<file path="config.mk">
export PLATFORM = sky130hd
export DESIGN_NAME = pcileech_tx_gearbox
export DESIGN_NICKNAME = d
export VERILOG_FILES = /design/src/rtl/pcileech_tx_gearbox.sv
export SDC_FILE = /design/constraint.sdc
export NUM_CORES = 2
export LEC_CHECK = 0
export BUFFER_PORTS_ARGS = -buffer_cell sky130_fd_sc_hd__buf_2
export CAP_MARGIN = 25
export CORE_MARGIN = 2
export CORE_UTILIZATION = 30
export DETAILED_ROUTE_END_ITERATION = 8
export HOLD_SLACK_MARGIN = 0.12
export PLACE_DENSITY = 0.42
export RECOVER_POWER = 25
export SYNTH_ARGS = -nofsm -noshare
export SYNTH_HDL_FRONTEND = slang
export SYNTH_SLANG_ARGS = --single-unit
</file>
<file path="constraint.sdc">
create_clock -name clk -period 13.3 [get_ports clk]
set_input_delay 1.995 -clock clk [delete_from_list [all_inputs] [get_ports clk]]
set_output_delay 1.995 -clock clk [all_outputs]
set_load 0.05 [all_outputs]
</file>
<file path="src/rtl/pcileech_tx_gearbox.sv">
// Host-bound tx path: wide-word gearbox into a 32-bit FIFO, with FTDI MAGIC pad-burst insertion.
// Define PCILEECH_TX_STATS_EN to add the stat_words / stat_pads counters.
module pcileech_tx_gearbox #(
  parameter int          IN_WIDTH    = 256,
  parameter int          DEPTH_LOG2  = 6,
  parameter logic [31:0] MAGIC_WORD  = 32'h66665555,
  parameter int          MAGIC_COUNT = 5,
  parameter int          PROG_EMPTY  = 4
) (
  input  logic                clk,
  input  logic                rst,
  input  logic [IN_WIDTH-1:0] din,
  input  logic                din_valid,
  output logic                din_ready,
  input  logic                ft_txe_n,
  output logic [31:0]         dout,
  output logic                dout_valid,
  output logic                dout_empty,
  input  logic                dout_rd_en,
  output logic                pad_active
`ifdef PCILEECH_TX_STATS_EN
  ,
  output logic [31:0]         stat_words,
  output logic [15:0]         stat_pads
`endif
);

  localparam int N  = IN_WIDTH / 32;
  localparam int LW = DEPTH_LOG2 + 1;
  localparam logic [LW-1:0] DEPTH_L = LW'(2 ** DEPTH_LOG2);
  localparam logic [LW-1:0] N_L     = LW'(N);
  localparam logic [LW-1:0] PE_L    = LW'(PROG_EMPTY);
  localparam logic [LW-1:0] MC_L    = LW'(MAGIC_COUNT);
  localparam logic [4:0]    N_LAST  = 5'(N - 1);
  localparam logic [4:0]    MC_LAST = 5'(MAGIC_COUNT - 1);

  localparam logic [1:0] S_IDLE  = 2'd0;
  localparam logic [1:0] S_SLICE = 2'd1;
  localparam logic [1:0] S_PAD   = 2'd2;

  logic [1:0]          state_q, state_d;
  logic [4:0]          cnt_q, cnt_d;
  logic [IN_WIDTH-1:0] hold_q, hold_d;
  logic                arm_q, arm_d;
  logic                txe_q;
  logic                rdy_q, rdy_d;
  logic [LW-1:0]       wptr_q, wptr_d, rptr_q, rptr_d;
  logic [31:0]         dout_q;
  logic                dvld_q;
  logic [31:0]         mem [2**DEPTH_LOG2];

  logic [LW-1:0] level, free, free_d;
  logic          empty, full, accept, pad_go, wr_en, rd_en, pad_done;
  logic [31:0]   wr_data;

  always_comb begin
    level    = wptr_q - rptr_q;
    free     = DEPTH_L - level;
    empty    = (level == '0);
    full     = (level == DEPTH_L);
    accept   = din_valid && rdy_q;
    // Pad only arms with din_valid low, so a waiting data word always wins.
    pad_go   = (MAGIC_COUNT != 0) && arm_q && (state_q == S_IDLE) && (level <= PE_L) &&
               txe_q && !din_valid && (free >= MC_L);
    wr_en    = (state_q == S_SLICE) || (state_q == S_PAD);
    wr_data  = (state_q == S_PAD) ? MAGIC_WORD : hold_q[31:0];
    rd_en    = dout_rd_en && !empty;
    pad_done = (state_q == S_PAD) && (cnt_q == MC_LAST);

    state_d = state_q;
    cnt_d   = cnt_q;
    hold_d  = hold_q;
    arm_d   = arm_q;
    case (state_q)
      S_IDLE: begin
        if (accept) begin
          hold_d  = din;
          cnt_d   = '0;
          state_d = S_SLICE;
        end else if (pad_go) begin
          cnt_d   = '0;
          state_d = S_PAD;
        end
      end
      S_SLICE: begin
        hold_d = hold_q >> 32;
        cnt_d  = cnt_q + 5'd1;
        arm_d  = 1'b1;
        if (cnt_q == N_LAST) state_d = S_IDLE;
      end
      S_PAD: begin
        cnt_d = cnt_q + 5'd1;
        if (pad_done) begin
          state_d = S_IDLE;
          arm_d   = 1'b0;
        end
      end
      default: state_d = S_IDLE;
    endcase

    wptr_d = wptr_q + {{(LW-1){1'b0}}, wr_en};
    rptr_d = rptr_q + {{(LW-1){1'b0}}, rd_en};
    // din_ready is registered, so it is computed from next-cycle state and level.
    free_d = DEPTH_L - (wptr_d - rptr_d);
    rdy_d  = (state_d == S_IDLE) && (free_d >= N_L);
  end

  always_ff @(posedge clk) begin
    if (rst) begin
      state_q <= S_IDLE;
      cnt_q   <= '0;
      hold_q  <= '0;
      arm_q   <= 1'b1;
      txe_q   <= 1'b0;
      rdy_q   <= 1'b0;
      wptr_q  <= '0;
      rptr_q  <= '0;
      dout_q  <= '0;
      dvld_q  <= 1'b0;
    end else begin
      state_q <= state_d;
      cnt_q   <= cnt_d;
      hold_q  <= hold_d;
      arm_q   <= arm_d;
      txe_q   <= ft_txe_n;
      rdy_q   <= rdy_d;
      wptr_q  <= wptr_d;
      rptr_q  <= rptr_d;
      dvld_q  <= rd_en;
      if (rd_en) dout_q <= mem[rptr_q[DEPTH_LOG2-1:0]];
    end
  end

  always_ff @(posedge clk) begin
    if (wr_en) mem[wptr_q[DEPTH_LOG2-1:0]] <= wr_data;
  end

  always_ff @(posedge clk) begin
    if (!rst && wr_en) assert (!full) else $error("tx_gearbox: write into full FIFO");
  end

`ifdef PCILEECH_TX_STATS_EN
  logic [31:0] words_q;
  logic [15:0] pads_q;

  always_ff @(posedge clk) begin
    if (rst) begin
      words_q <= '0;
      pads_q  <= '0;
    end else begin
      if (state_q == S_SLICE) words_q <= words_q + 32'd1;
      if (pad_done && (pads_q != 16'hFFFF)) pads_q <= pads_q + 16'd1;
    end
  end

  assign stat_words = words_q;
  assign stat_pads  = pads_q;
`endif

  assign din_ready  = rdy_q;
  assign dout       = dout_q;
  assign dout_valid = dvld_q;
  assign dout_empty = empty;
  assign pad_active = (state_q == S_PAD);

endmodule
</file>
## Word level (Yosys, flattened, before mapping)

Memory sizes are Yosys's and may differ from the RTL's. A register that Yosys moved wholly into a read port is not among the register bits.
Cells that the tools add are included.

- Add/sub/neg operators: 7
- Multiply operators: 0
- Divide/modulo/power cells: 0
- Magnitude comparators: 3
- Eq/ne operators: 7
- Shift-type cells: 0
- Mux-type cells: 15
- Bitwise operators: 0
- Reductions and logical operators: 22

Operators by type and width:

| kind | number |
|---|---|
| $pmux W256 S2 | 1 |
| $mux W256 | 1 |
| $mux W32 | 1 |
| $add A7 B1 Y7 | 2 |
| $sub A7 B7 Y7 | 2 |
| $sub A7 B7 Y7 const A | 2 |
| $eq A5 B3 Y1 const B | 2 |
| $mux W5 | 2 |
| $pmux W5 S2 | 1 |
| $logic_and A1 B1 Y1 | 9 |
| $mux W2 | 4 |
| $ge A7 B3 Y1 const B | 1 |
| $ge A7 B4 Y1 const B | 1 |
| $le A7 B3 Y1 const B | 1 |
| $logic_not A7 Y1 | 1 |
| $pmux W2 S3 | 1 |
| $reduce_and A2 Y1 | 3 |
| $reduce_bool A2 Y1 | 3 |
| $add A5 B1 Y5 const B | 1 |
| $logic_not A2 Y1 | 2 |
| $mux W1 | 3 |
| $ne A3 B3 Y1 const B | 1 |
| $eq A2 B1 Y1 const B | 1 |
| $eq A2 B2 Y1 const B | 1 |
| 6 further kinds | 7 |

- Register bits: 281
- Latch bits: 0
- Bits in writable memories: 2048
- Bits in read-only memories: 0
- Bits of input ports: 261
- Output and inout port bits: 36
- Logic and storage cells: 64
- Memories kept: 1

Memories:

| name | words | bits a word | rd ports | clocked after Yosys merged registers in | wr ports | line | text |
|---|---|---|---|---|---|---|---|
| mem | 64 | 32 | 1 | 1 | 1 | 50 | `logic [31:0] mem [2**DEPTH_LOG2];` |

## Longest topological paths before layout

- Word-level depth: 11
- Mapped depth: 24
- Depth with buffers taken out: 22

## Worst setup path after synthesis

Ideal clock, no wire load.

- Kind: register to output
- Start point: register rptr_q[1]
- End point: output port dout_empty
- Arrival: 3.195 ns
- Required time: 11.305 ns
- Path slack: 8.110 ns
- Cell stages (with the launch flop): 11
- Buffers on the path: 3
- Cell sequence: dfxtp_1 > buf_2 > buf_2 > buf_1 > clkinv_1 > fa_1 > a21o_1 > a221oi_1 > xnor2_1 > a211o_1 > nor2_1

- Cells in the longest elaborated chain, start to end: 2

Ends and longest elaborated chain:

| what | line | text |
|---|---|---|
| from (decl) | 47 | `logic [LW-1:0] wptr_q, wptr_d, rptr_q, rptr_d;` |
| from (signal assigned) | 128 | `rptr_q <= rptr_d;` |
| $sub A7 B7 Y7 | 57 | `level = wptr_q - rptr_q;` |
| $logic_not A7 Y1 | 59 | `empty = (level == '0);` |
| to (decl) | 18 | `output logic dout_empty,` |

Every way passes these cells.

## Worst setup path in the final report

- Start point: register rptr_q[3]
- End point: output port dout_empty

Same word-level chain as after synthesis.

==> out/metrics.json <==
{
  "gpl.final_weighted_congestion": {"value": 0.750},
  "cts_post_setup_buffers_inserted": {"value": 0},
  "synthesis.area_per_instance": {"value": 18.9, "unit": "sq um"},
  "post_synth_instance_area": {"value": 91900, "unit": "sq um"},
  "number_of_cell_rows": {"value": 203},
  "place.detailed.hpwl": {"value": 157, "unit": "mm"},
  "tritoncts": {"value": "built"},
  "synth_sequential_area_ratio": {"value": 73.8, "unit": "%"},
  "design.final.nets": {"value": 5578},
  "number_of_flip_flops_and_latches_in_the_synthesized_netlist": {"value": 2361},
  "yosysWarnings": {"value": 0},
  "worst_ir_drop_vdd": {"value": 0.147, "unit": "mV"},
  "grt_first_pass_wirelength": {"value": 394, "unit": "mm"},
  "hold_path.startpoint": {"value": "hold_q[240]$_SDFFE_PP0P_"},
  "grt_setup_unrepaired": {"value": "no"},
  "globalRouteOverflowTotal": {"value": 0},
  "h-tree-depth": {"value": 5},
  "timing.rr.start": {"value": "state_q[0]$_SDFF_PP0_"},
  "setup_total_negative_slack": {"value": 0, "unit": "ps"},
  "min_delay_path_depth": {"value": 2},
  "crit_path_end_kind": {"value": "output pin"},
  "detailroute.via_count": {"value": 48100},
  "cp.required": {"value": 11310, "unit": "ps"},
  "finalWorstPathRequiredPeriod": {"value": 6060, "unit": "ps"},
  "cts_hold_buf": {"value": 0},
  "timing.rr.end": {"value": "mem[33][30]$_DFFE_PP_"},
  "post_synthesis_mux_area_share": {"value": 16.3, "unit": "%"},
  "worstSkewPairLatency": {"value": 860, "unit": "ps"},
  "synth_compound_area_share": {"value": 4.55, "unit": "%"},
  "path_clk_slew": {"value": 60, "unit": "ps"},
  "layout_worst_path_cycle_share": {"value": 45.6, "unit": "%"},
  "synth-main-ff-cell": {"value": "sky130_fd_sc_hd__edfxtp_1"},
  "number_of_global_route_vias_before_repair": {"value": 49800},
  "met1_length": {"value": 122, "unit": "mm"},
  "critical_path_peak_fanout": {"value": 24},
  "met2_wirelength": {"value": 136, "unit": "mm"},
  "post_route_cells_drive_above_1_share": {"value": 25.8, "unit": "%"},
  "grt_start_max_net_pins": {"value": 208},
  "start_util": {"value": 30.1, "unit": "%"},
  "synthCells": {"value": 4864},
  "cell_type_contributing_the_most_total_cell_area_after_synthesis": {"value": "sky130_fd_sc_hd__edfxtp_1"},
  "synth_top_cell_area_share": {"value": 66.9, "unit": "%"},
  "synth-edff-count": {"value": 2048},
  "synth_simple_gate_area_share": {"value": 2.99, "unit": "%"},
  "synth_top_family_by_area": {"value": "multiplexers"},
  "die-width": {"value": 557, "unit": "microns"},
  "tightest_slew": {"value": 3320, "unit": "ps"},
  "floorplan.die_area": {"value": 311000, "unit": "sq um"},
  "post-synth-top-count-cell": {"value": "sky130_fd_sc_hd__edfxtp_1"},
  "number_of_i_o_port_buffers": {"value": 296},
  "worstSetupPathType": {"value": "reg -> out"},
  "failed_checks": {"value": "capacitance limit, slew limit"},
  "ctsLongestPathBuffers": {"value": 4},
  "timing.hold.worst_endpoint": {"value": "hold_q[240]$_SDFFE_PP0P_"},
  "cts_sinks": {"value": 2361},
  "net_count_after_synthesis": {"value": 5155},
  "hp-class": {"value": "reg -> reg"},
  "slew-limit-headroom": {"value": -121, "unit": "%"},
  "reg2reg_setup_slack": {"value": 7370, "unit": "ps"},
  "drt_antenna_net_count": {"value": 0},
  "synth-xor-area-share": {"value": 0.191, "unit": "%"},
  "finalSetupViolCount": {"value": 0},
  "detail_route.wl_per_cell": {"value": 29.1, "unit": "microns"},
  "timing.critical_path.arrival": {"value": 4070, "unit": "ps"},
  "max_clock_freq": {"value": 0.165, "unit": "GHz"},
  "final_max_slew_viol_count": {"value": 1129},
  "power_density": {"value": 192, "unit": "nW/um^2"},
  "avgViaCountPerCell": {"value": 5.00},
  "synthAdderAreaFrac": {"value": 0.425, "unit": "%"},
  "synth-async-reset-ratio": {"value": 0, "unit": "%"},
  "leakage": {"value": 33.5, "unit": "nW"},
  "floorplan.core_area": {"value": 305000, "unit": "sq um"},
  "skew": {"value": 57.2, "unit": "ps"},
  "synthDistinctLibCells": {"value": 59},
  "antenna_violations_before_repair": {"value": 94},
  "synthTopCellsByCount": {"value": "2048 x sky130_fd_sc_hd__edfxtp_1, 509 x sky130_fd_sc_hd__mux4_2, 355 x sky130_fd_sc_hd__mux2i_1, 348 x sky130_fd_sc_hd__nor2_1, 313 x sky130_fd_sc_hd__dfxtp_1"},
  "clock-root-buffer": {"value": "sky130_fd_sc_hd__clkbuf_16"},
  "finalWirelength": {"value": 280, "unit": "mm"},
  "first_iter_violations": {"value": 4336},
  "timing.final.hold_violations": {"value": 0},
  "kind_of_launch_point_of_the_worst_setup_path": {"value": "register"},
  "cts_resized": {"value": 0},
  "design.portCount": {"value": 297},
  "detail_route.first_pass.iterations": {"value": 5},
  "drc_errors": {"value": 0},
  "r2r_cells": {"value": 5},
  "whs": {"value": 449, "unit": "ps"},
  "result_of_the_run": {"value": "complete, but fails checks"},
  "maxCapViolCount": {"value": 18},
  "met3_wirelength": {"value": 16.0, "unit": "mm"},
  "die_y": {"value": 557, "unit": "microns"},
  "netlist_top_cells_area": {"value": "sky130_fd_sc_hd__edfxtp_1 67%, sky130_fd_sc_hd__mux4_2 12%, sky130_fd_sc_hd__dfxtp_1 6.8%"},
  "grt_util_all_layers": {"value": 17.8, "unit": "%"},
  "syn2layout_area_growth": {"value": 16.6, "unit": "%"},
  "cts_buffers": {"value": 266},
  "highest_layer": {"value": "met5"}
}
## worst max path at each step
stage | start | to
floorplan | rptr_q[1]$_SDFF_PP0_ | dout_empty
global placement | rptr_q[0]$_SDFF_PP0_ | dout[19]$_SDFFE_PP0P_
detailed placement | rptr_q[0]$_SDFF_PP0_ | dout[19]$_SDFFE_PP0P_
CTS | rptr_q[3]$_SDFF_PP0_ | dout_empty
global route | state_q[0]$_SDFF_PP0_ | mem[63][30]$_DFFE_PP_
finish | rptr_q[3]$_SDFF_PP0_ | dout_empty
## layer usage
| layer | vias to the layer above | track usage, % |
|---|---|---|
| li1 | 20700 | - |
| met1 | 25600 | 23.9 |
| met2 | 1239 | 29.7 |
| met3 | 417 | 3.89 |
| met4 | 112 | 3.73 |
| met5 | - | 0 |
## layout make-up
type | count | area, sq um
Inverter | 23 | 92.6
Sequential cell | 2361 | 67800
Clock buffer | 354 | 7220
Clock inverter | 111 | 843
Timing Repair Buffer | 474 | 2820
Tap cell | 4100 | 5130
Antenna cell | 32 | 80.1
Multi-Input combinational cell | 2161 | 23200
Fill cell | 29000 | 198000
## layout by cell type, fill, tap and decap left out, types with 11 or more instances in the layout
| cell | synthesis | routed |
|---|---|---|
| sky130_fd_sc_hd__a211oi_1 | 284 | 284 |
| sky130_fd_sc_hd__ha_1 | 28 | 27 |
| sky130_fd_sc_hd__buf_2 | 31 | 305 |
| sky130_fd_sc_hd__mux2i_1 | 355 | 355 |
| sky130_fd_sc_hd__edfxtp_1 | 2048 | 2048 |
| sky130_fd_sc_hd__clkinv_2 | 0 | 30 |
| sky130_fd_sc_hd__mux4_2 | 509 | 509 |
| sky130_fd_sc_hd__diode_2 | 0 | 32 |
| sky130_fd_sc_hd__or2_2 | 18 | 17 |
| sky130_fd_sc_hd__nor2_1 | 348 | 282 |
| sky130_fd_sc_hd__o22ai_1 | 90 | 90 |
| sky130_fd_sc_hd__clkinv_1 | 4 | 60 |
| sky130_fd_sc_hd__inv_1 | 18 | 17 |
| sky130_fd_sc_hd__xnor2_1 | 13 | 13 |
| sky130_fd_sc_hd__nor2b_1 | 27 | 11 |
| sky130_fd_sc_hd__clkbuf_16 | 0 | 274 |
| sky130_fd_sc_hd__a311oi_1 | 60 | 57 |
| sky130_fd_sc_hd__nand3_1 | 51 | 51 |
| sky130_fd_sc_hd__a22o_1 | 30 | 30 |
| sky130_fd_sc_hd__a21oi_1 | 77 | 77 |
| sky130_fd_sc_hd__clkbuf_1 | 201 | 94 |
| sky130_fd_sc_hd__buf_4 | 42 | 141 |
| sky130_fd_sc_hd__dfxtp_1 | 313 | 310 |
| sky130_fd_sc_hd__nand2_1 | 191 | 189 |
| sky130_fd_sc_hd__nor2b_4 | 0 | 16 |
| sky130_fd_sc_hd__nor2_4 | 0 | 65 |
## registers in the layout (all words and copies together) (netlist names)
register,flops
din_ready,1
arm_q,1
wptr_q,7
txe_q,1
mem,2048
rptr_q,7
hold_q,256
cnt_q,5
dout_valid,1
state_q,2
dout,32
## power by group
group / internal [mW] / switching, mW
Clock: 4.01 / 2.95
Sequential: 8.95 / 0.247
Combinational: 1.72 / 2.74
## worst max-delay path: stages, from the launching register on
cell	delay, ps
sky130_fd_sc_hd__dfxtp_1	890
sky130_fd_sc_hd__inv_6	380
sky130_fd_sc_hd__ha_1	450
sky130_fd_sc_hd__and3_1	190
sky130_fd_sc_hd__a221oi_1	360
sky130_fd_sc_hd__xnor2_1	140
sky130_fd_sc_hd__a211o_1	290
sky130_fd_sc_hd__nor2_1	190
sky130_fd_sc_hd__buf_2	310
## per-stage QoR
stage | total power, mW | cells | cell area [sq um] | setup WS (ps) | util [%]
floorplan | 12.4 | 4864 | 91900 | 8110 | -
global placement | 13.8 | 9105 | 99000 | 7660 | 32.4
detailed placement | 13.9 | 9118 | 99100 | 7660 | 32.5
CTS | 20.9 | 9583 | 107000 | 7160 | 35.1
global route | 21.5 | 9593 | 107000 | 6890 | 35.1
finish | 20.6 | 9616 | 107000 | 7240 | 35.1
## kinds of logic after synthesis
kind of cell             Yosys count
AO/OA/AOI/OAI                    583
flip-flops                      2361
AND/OR/NAND/NOR                  664
adder cells (fa/ha/maj)           30
multiplexers                     864
buffers and inverters            342
XOR/XNOR                          20
No activity file was read; power rests on OpenSTA's default activity.
